--- config.mk ---
export PLATFORM = sky130hd
export DESIGN_NAME = dcache_ctrl
export DESIGN_NICKNAME = d
export VERILOG_FILES = /design/src/rtl/dcache_pkg.sv /design/src/rtl/dcache_array.sv /design/src/rtl/dcache_ctrl.sv
export SDC_FILE = /design/constraint.sdc
export NUM_CORES = 2
export LEC_CHECK = 0
export CORE_ASPECT_RATIO = 1.1
export CORE_MARGIN = 10
export CORE_UTILIZATION = 55
export DETAILED_ROUTE_END_ITERATION = 12
export PLACE_DENSITY = 0.73
export SKIP_CTS_REPAIR_TIMING = 1
export SYNTH_ARGS = -nofsm -noshare
export SYNTH_HDL_FRONTEND = slang
export SYNTH_SLANG_ARGS = --single-unit
--- constraint.sdc ---
create_clock -name clk -period 9.96 [get_ports clk]
set_input_delay 1.494 -clock clk [delete_from_list [all_inputs] [get_ports clk]]
set_output_delay 1.494 -clock clk [all_outputs]
set_load 0.01 [all_outputs]
--- src/rtl/dcache_pkg.sv ---
// Shared types and geometry for the data cache: FSM state, address field widths, line status record.
package dcache_pkg;

    localparam int ADDR_W        = 32;
    localparam int DATA_W        = 32;
    localparam int SET_BITS_DEF  = 3;
    localparam int WORD_BITS_DEF = 2;
    localparam int SETS_DEF      = 1 << SET_BITS_DEF;
    localparam int WORDS_DEF     = 1 << WORD_BITS_DEF;

    typedef enum logic [1:0] {
        IDLE,
        WB,
        FILL
    } state_t;

    // Tag is everything above index, word and byte fields.
    function automatic int tag_w(input int set_bits, input int word_bits);
        return ADDR_W - set_bits - word_bits - 2;
    endfunction

    // Tag is zero-extended to the full address width so the record shape does not depend on geometry.
    typedef struct packed {
        logic              valid;
        logic              dirty;
        logic [ADDR_W-1:0] tag;
    } line_t;

endpackage

--- src/rtl/dcache_array.sv ---
// Cache storage: per-set valid/dirty/tag plus word data; combinational reads, byte-enabled synchronous write.
module dcache_array
    import dcache_pkg::*;
#(
    parameter int SET_BITS  = SET_BITS_DEF,
    parameter int WORD_BITS = WORD_BITS_DEF,
    parameter int TAG_W     = tag_w(SET_BITS, WORD_BITS)
) (
    input  logic                 clk,
    input  logic                 rst_n,
    input  logic [SET_BITS-1:0]  rd_idx,
    input  logic [WORD_BITS-1:0] rd_word,
    output line_t                rd_line,
    output logic [DATA_W-1:0]    rd_data,
    input  logic [SET_BITS-1:0]  vic_idx,
    input  logic [WORD_BITS-1:0] vic_word,
    output logic [DATA_W-1:0]    vic_data,
    input  logic                 wr_en,
    input  logic [SET_BITS-1:0]  wr_idx,
    input  logic [WORD_BITS-1:0] wr_word,
    input  logic [3:0]           wr_be,
    input  logic [DATA_W-1:0]    wr_data,
    input  logic                 set_dirty,
    input  logic                 fill_done,
    input  logic [TAG_W-1:0]     fill_tag
);
    localparam int SETS  = 1 << SET_BITS;
    localparam int WORDS = 1 << WORD_BITS;

    logic [SETS-1:0]                         valid;
    logic [SETS-1:0]                         dirty;
    logic [SETS-1:0][TAG_W-1:0]              tags;
    logic [SETS-1:0][WORDS-1:0][DATA_W-1:0]  data;

    assign rd_line  = '{valid: valid[rd_idx], dirty: dirty[rd_idx], tag: 32'(tags[rd_idx])};
    assign rd_data  = data[rd_idx][rd_word];
    assign vic_data = data[vic_idx][vic_word];

    always_ff @(posedge clk or negedge rst_n) begin
        if (!rst_n) begin
            valid <= '0;
            dirty <= '0;
        end else begin
            if (wr_en && set_dirty)
                dirty[wr_idx] <= 1'b1;
            if (fill_done) begin
                valid[wr_idx] <= 1'b1;
                dirty[wr_idx] <= 1'b0;
            end
        end
    end

    // Contents are meaningless until the valid bit is set, so no reset here.
    always_ff @(posedge clk) begin
        if (wr_en) begin
            for (int b = 0; b < 4; b++)
                if (wr_be[b])
                    data[wr_idx][wr_word][8*b +: 8] <= wr_data[8*b +: 8];
        end
        if (fill_done)
            tags[wr_idx] <= fill_tag;
    end

endmodule

--- src/rtl/dcache_ctrl.sv ---
// Direct-mapped write-back, write-allocate data cache controller with a word-serial memory port.
// Define DCACHE_STATS_EN to add saturating HitCnt/MissCnt outputs.
module dcache_ctrl
    import dcache_pkg::*;
#(
    parameter int SET_BITS  = SET_BITS_DEF,
    parameter int WORD_BITS = WORD_BITS_DEF
) (
    input  logic        clk,
    input  logic        CpuRst,
    input  logic        RdReq,
    input  logic        WrReq,
    input  logic [31:0] Addr,
    input  logic [31:0] WData,
    input  logic [3:0]  WBe,
    output logic [31:0] RData,
    output logic        DCacheMiss,
    output logic        MemReq,
    output logic        MemWe,
    output logic [31:0] MemAddr,
    output logic [31:0] MemWData,
    input  logic        MemAck,
    input  logic [31:0] MemRData
`ifdef DCACHE_STATS_EN
    ,
    output logic [31:0] HitCnt,
    output logic [31:0] MissCnt
`endif
);
    localparam int TAG_W  = tag_w(SET_BITS, WORD_BITS);
    localparam int IDX_LO = WORD_BITS + 2;
    localparam int TAG_LO = IDX_LO + SET_BITS;

    logic [TAG_W-1:0]     a_tag;
    logic [SET_BITS-1:0]  a_idx;
    logic [WORD_BITS-1:0] a_word;
    logic                 unused_byte;

    assign a_tag       = Addr[31:TAG_LO];
    assign a_idx       = Addr[TAG_LO-1:IDX_LO];
    assign a_word      = Addr[IDX_LO-1:2];
    assign unused_byte = ^Addr[1:0];

    state_t               state;
    logic [WORD_BITS-1:0] cnt;
    logic [WORD_BITS-1:0] cnt_nxt;
    logic [SET_BITS-1:0]  m_idx;
    logic [TAG_W-1:0]     m_tag;
    line_t                cur;
    logic [31:0]          cur_data;
    logic [31:0]          vic_data;
    logic                 access, hit, cpu_wr, xfer, fill_wr, last;

    assign access     = RdReq | WrReq;
    assign hit        = access && (state == IDLE) && cur.valid && (cur.tag == 32'(a_tag));
    assign DCacheMiss = access && !hit;
    assign RData      = (hit && !WrReq) ? cur_data : '0;
    assign cpu_wr     = hit && WrReq;
    assign xfer       = MemReq && MemAck;
    assign fill_wr    = (state == FILL) && xfer;
    assign last       = (cnt == {WORD_BITS{1'b1}});
    assign cnt_nxt    = cnt + 1'b1;
    // Victim storage cannot change during WB (no hits outside IDLE), so this is stable per word.
    assign MemWData   = (state == WB) ? vic_data : '0;

    dcache_array #(
        .SET_BITS  (SET_BITS),
        .WORD_BITS (WORD_BITS),
        .TAG_W     (TAG_W)
    ) u_array (
        .clk       (clk),
        .rst_n     (CpuRst),
        .rd_idx    (a_idx),
        .rd_word   (a_word),
        .rd_line   (cur),
        .rd_data   (cur_data),
        .vic_idx   (m_idx),
        .vic_word  (cnt),
        .vic_data  (vic_data),
        .wr_en     (cpu_wr || fill_wr),
        .wr_idx    (fill_wr ? m_idx : a_idx),
        .wr_word   (fill_wr ? cnt : a_word),
        .wr_be     (fill_wr ? 4'hF : WBe),
        .wr_data   (fill_wr ? MemRData : WData),
        .set_dirty (cpu_wr),
        .fill_done (fill_wr && last),
        .fill_tag  (m_tag)
    );

    // Miss address is latched on entry so the CPU may drop or change its access mid-transfer.
    always_ff @(posedge clk or negedge CpuRst) begin
        if (!CpuRst) begin
            state   <= IDLE;
            cnt     <= '0;
            MemReq  <= 1'b0;
            MemWe   <= 1'b0;
            MemAddr <= '0;
            m_idx   <= '0;
            m_tag   <= '0;
        end else begin
            case (state)
                IDLE: if (DCacheMiss) begin
                    m_idx  <= a_idx;
                    m_tag  <= a_tag;
                    cnt    <= '0;
                    MemReq <= 1'b1;
                    if (cur.valid && cur.dirty) begin
                        state   <= WB;
                        MemWe   <= 1'b1;
                        MemAddr <= {cur.tag[TAG_W-1:0], a_idx, {WORD_BITS{1'b0}}, 2'b00};
                    end else begin
                        state   <= FILL;
                        MemWe   <= 1'b0;
                        MemAddr <= {a_tag, a_idx, {WORD_BITS{1'b0}}, 2'b00};
                    end
                end
                WB: if (MemAck) begin
                    cnt <= cnt_nxt;
                    if (last) begin
                        state   <= FILL;
                        MemWe   <= 1'b0;
                        MemAddr <= {m_tag, m_idx, {WORD_BITS{1'b0}}, 2'b00};
                    end else begin
                        MemAddr <= {MemAddr[31:IDX_LO], cnt_nxt, 2'b00};
                    end
                end
                FILL: if (MemAck) begin
                    cnt <= cnt_nxt;
                    if (last) begin
                        state  <= IDLE;
                        MemReq <= 1'b0;
                    end else begin
                        MemAddr <= {MemAddr[31:IDX_LO], cnt_nxt, 2'b00};
                    end
                end
                default: state <= IDLE;
            endcase
        end
    end

`ifdef DCACHE_STATS_EN
    always_ff @(posedge clk or negedge CpuRst) begin
        if (!CpuRst) begin
            HitCnt  <= '0;
            MissCnt <= '0;
        end else begin
            if (hit && (HitCnt != '1))
                HitCnt <= HitCnt + 1'b1;
            if ((state == IDLE) && DCacheMiss && (MissCnt != '1))
                MissCnt <= MissCnt + 1'b1;
        end
    end
`endif

endmodule

==> impl_summary.log <==
INFO  metric run_status = complete, no violations
INFO  metric synthSimpleGateAreaFrac = 0.0503
INFO  metric clock_tree.buffer_depth = 3
INFO  metric netlist_top_cells_count = 1224 x sky130_fd_sc_hd__edfxtp_1, 674 x sky130_fd_sc_hd__mux4_2, 414 x sky130_fd_sc_hd__nor2_1
INFO  metric slew_viol_final = 0
INFO  metric flow.area_growth_from_synthesis = 13.4%
INFO  metric actual_slew_at_the_worst_max_slew_pin = about 1300 ps
INFO  metric synth_most_common_cell = sky130_fd_sc_hd__edfxtp_1
INFO  metric synth.lib_cells_used.distinct = 61
INFO  metric cts-root-buf = sky130_fd_sc_hd__clkbuf_16
INFO  metric worst_voltage_drop_across_the_vdd_grid = 0.186 mV
INFO  metric netlist_top_cells_area = sky130_fd_sc_hd__edfxtp_1 60%, sky130_fd_sc_hd__mux4_2 25%, sky130_fd_sc_hd__dfrtp_1 3.3%, sky130_fd_sc_hd__nor2_1 2.5%, sky130_fd_sc_hd__mux2i_1 2.0%
INFO  metric seq_area_frac_synth = 0.631
INFO  metric number_of_global_route_vias_before_repair = about 36000
INFO  metric floorplan.die_area = 126000 µm²
INFO  metric layout_min_cycle_time = 7650 ps
INFO  metric post_synthesis_cell_count = about 3300
INFO  metric synth_warnings = 0
INFO  metric comb_power_share = 0.264
INFO  metric ioPinCount = 204
INFO  metric switchingPower = 4730 µW
INFO  metric num_vias = about 35000
INFO  metric hold_viol = 0
INFO  metric holdCritPathClass = reg -> reg
INFO  metric crit_required = around 8500 ps
INFO  metric rows = 128
INFO  metric grt_start_max_net_pins = 135
INFO  metric synth_area_leader_cell = sky130_fd_sc_hd__edfxtp_1
INFO  metric synthXorXnorAreaFrac = 0.00214
INFO  metric met1Wirelength = 58300 µm
INFO  metric criticalPathCategory = in -> out
INFO  metric h-tree-depth = 4
INFO  metric number_of_remaining_drc_errors = 0
INFO  metric finalSetupViolations = 0
INFO  metric drtAntennaViolNets = 0
INFO  metric layout-drive-gt1-share = 0.309
INFO  metric synth.mux.area_fraction = 0.281
INFO  metric pwr-share-seq = 0.428
INFO  metric routed-wl-met3 = about 17000 µm
INFO  metric cell_internal_power_dissipation = 11500 µW
INFO  metric synth_ff_type = sky130_fd_sc_hd__edfxtp_1
INFO  metric antenna_cells = 0
INFO  metric power.static_leakage = 0.0228 µW
INFO  metric finalPower = about 16000 µW
INFO  metric gp_routability_congestion = around 0.89
INFO  metric final_util = 0.629
INFO  metric coreArea = 111000 µm²
INFO  metric share_clk_of_total_power = 0.309
INFO  metric route.met2.wl = roughly 85000 µm
INFO  metric mean_instance_size_in_the_synthesized_netlist = 18.4 µm²
INFO  metric worstSetupEndpointType = output pin
INFO  metric max-cap-violations = 0
INFO  metric seq_cells_post_synth = 1304
INFO  metric cp-start-kind = input port
INFO  metric clk-insertion-delay-late = 760 ps
INFO  metric post-synth-top-area-fraction = 0.598
INFO  metric wire_per_inst = 32.9 µm
INFO  metric grt_first_pass_wirelength = 246000 µm
INFO  metric finalHoldWorstSlack = 468 ps
INFO  metric gr-usage-all-layers = 0.269
INFO  metric overflow_left_after_global_routing = 0
INFO  metric async_flop_share = 0.0613
INFO  metric skew = 38.6 ps
INFO  metric clock_sinks = 1304
INFO  metric viasPerCell = 6.82
INFO  metric drt_first_pass_iters = 8
INFO  metric synth_compound_area_frac = 0.0153
INFO  metric max_clock_freq = roughly 0.13 GHz
INFO  metric setup_repair_after_global_routing_missed_its_margin = false
INFO  metric mappedNetlistArea = 61500 µm²
INFO  metric min_period_over_period = 0.768
INFO  metric power_per_cell_area = 232 nW/µm²
INFO  metric critPathArrivalTime = 6160 ps
INFO  metric portBuffers = around 200
INFO  metric start_util = 0.555
INFO  metric setup-tns-final = 0 ps
INFO  metric routed_wirelength = around 170000 µm
INFO  metric die_x = 339 µm
INFO  metric antenna_found_initial = 1
INFO  metric die_h = 371 µm
INFO  metric path_max_fanout = 33
INFO  metric combinational_family_with_the_most_area_after_synthesis = multiplexers
INFO  metric cts_made_buffers = about 130
INFO  metric synth-edff-count = 1224
INFO  metric sw_frac_of_total = 0.292
INFO  metric dr.first_iter.drc_count = 4493
INFO  metric cts.clk_slew.worst_paths = approximately 60 ps
INFO  metric timing.slew.headroom = 0.133
INFO  metric finish.net_count = 3653
INFO  metric post_synth_fa_ha_maj_area_fraction = 0.00102
INFO  metric top_layer = met5
INFO  metric place_hpwl = 103000 µm
INFO  metric tritoncts = built
## layer usage
metal  global-route usage  vias up
met5              0.00341        -
met4                0.124        4
met3               0.0612      449
met2                0.449     2279
met1                0.337    18297
li1                     -    14116
## kinds of logic (layout without fill, tap and decap cells)
| family | Yosys count | after routing |
|---|---|---|
| flops | 1304 | 1304 |
| mux | 867 | 867 |
| simple gates | 730 | 730 |
| buf+inv | 274 | 585 |
| compound gates | 147 | 147 |
| xor+xnor | 15 | 15 |
| fa+ha+maj | 5 | 5 |
| other cells | 1 | 2 |
## power groups by stage
stage	clock network [µW]	registers (µW)	logic (µW)
2_1_floorplan	0	6770	3100
3_3_place_gp	0	7000	4160
3_5_place_dp	0	7040	4250
4_1_cts	5040	6930	4270
5_1_grt	5250	6970	4470
6_report	4990	6920	4270
## layout by cell type (no fill, tap or decap), types with 12 or more instances in the layout
cell,Yosys,layout
sky130_fd_sc_hd__clkdlybuf4s50_1,0,193
sky130_fd_sc_hd__dfrtp_1,80,75
sky130_fd_sc_hd__nor3_1,28,21
sky130_fd_sc_hd__mux2_2,47,47
sky130_fd_sc_hd__mux4_2,674,674
sky130_fd_sc_hd__mux2i_1,123,115
sky130_fd_sc_hd__a31oi_1,15,13
sky130_fd_sc_hd__a21oi_1,44,44
sky130_fd_sc_hd__nor2_1,414,401
sky130_fd_sc_hd__nor2_2,0,12
sky130_fd_sc_hd__nor2b_1,36,36
sky130_fd_sc_hd__mux2_4,22,22
sky130_fd_sc_hd__edfxtp_1,1224,1224
sky130_fd_sc_hd__xnor2_1,12,12
sky130_fd_sc_hd__clkinv_2,0,22
sky130_fd_sc_hd__inv_1,18,17
sky130_fd_sc_hd__clkbuf_16,0,140
sky130_fd_sc_hd__clkbuf_1,155,33
sky130_fd_sc_hd__clkinv_1,0,26
sky130_fd_sc_hd__buf_4,4,121
sky130_fd_sc_hd__o21ai_0,36,36
sky130_fd_sc_hd__nand2_1,184,184
sky130_fd_sc_hd__or2_2,15,15
## final timing paths
kind                                               from                            to  slack (ps)  depth (start not counted)
setup reg to reg                   state[0]$_DFFE_PN0P_   u_array.data[923]$_DFFE_PP_        5140                          8
min in group asynchronous                        CpuRst       MemAddr[26]$_DFFE_PN0P_         580                          1
setup / recovery                                Addr[6]                      RData[7]        2310                         11
hold reg to reg            u_array.valid[7]$_DFFE_PN0P_  u_array.valid[7]$_DFFE_PN0P_         470                          1
hold / removal             u_array.valid[7]$_DFFE_PN0P_  u_array.valid[7]$_DFFE_PN0P_         470                          1
max in group asynchronous                        CpuRst          m_idx[1]$_DFFE_PN0P_        8100                          2
## worst max-delay path: stages
cell                              delay [ps]
sky130_fd_sc_hd__buf_6                   450
sky130_fd_sc_hd__nor2b_1                 930
sky130_fd_sc_hd__a22o_1                  320
sky130_fd_sc_hd__or3_1                   120
sky130_fd_sc_hd__nand4_1                 120
sky130_fd_sc_hd__or4_4                   620
sky130_fd_sc_hd__nor4_4                  410
sky130_fd_sc_hd__nand2b_2                450
sky130_fd_sc_hd__buf_4                   420
sky130_fd_sc_hd__nor2_1                  180
sky130_fd_sc_hd__clkdlybuf4s50_1         580
## flip-flops by register name, indices dropped and copies added (netlist names), named ones only
register and flops:
MemAddr 30, MemReq 1, MemWe 1, cnt 2, m_idx 3, m_tag 25
state 2, u_array.data 1024, u_array.dirty 2, u_array.tags 200, u_array.valid 8
## final cells by class
cell class	instances	area (µm²)
fillers	7604	41100
flip-flops and latches	1304	38800
multi-input cells	1766	21700
clock buffers	174	3640
repair buffers	319	2920
well taps	1495	1870
clock inverters	74	689
inverters	18	67.6
## stage by stage
stage,cell area [µm²],std cells,worst slack (ps)
floorplan,61500,3344,4250
global placement,65400,4902,2400
detailed placement,65400,4902,2370
CTS,69700,5150,2320
global route,69700,5150,2150
finish,69700,5150,2310
No activity file was read; power rests on OpenSTA's default activity.
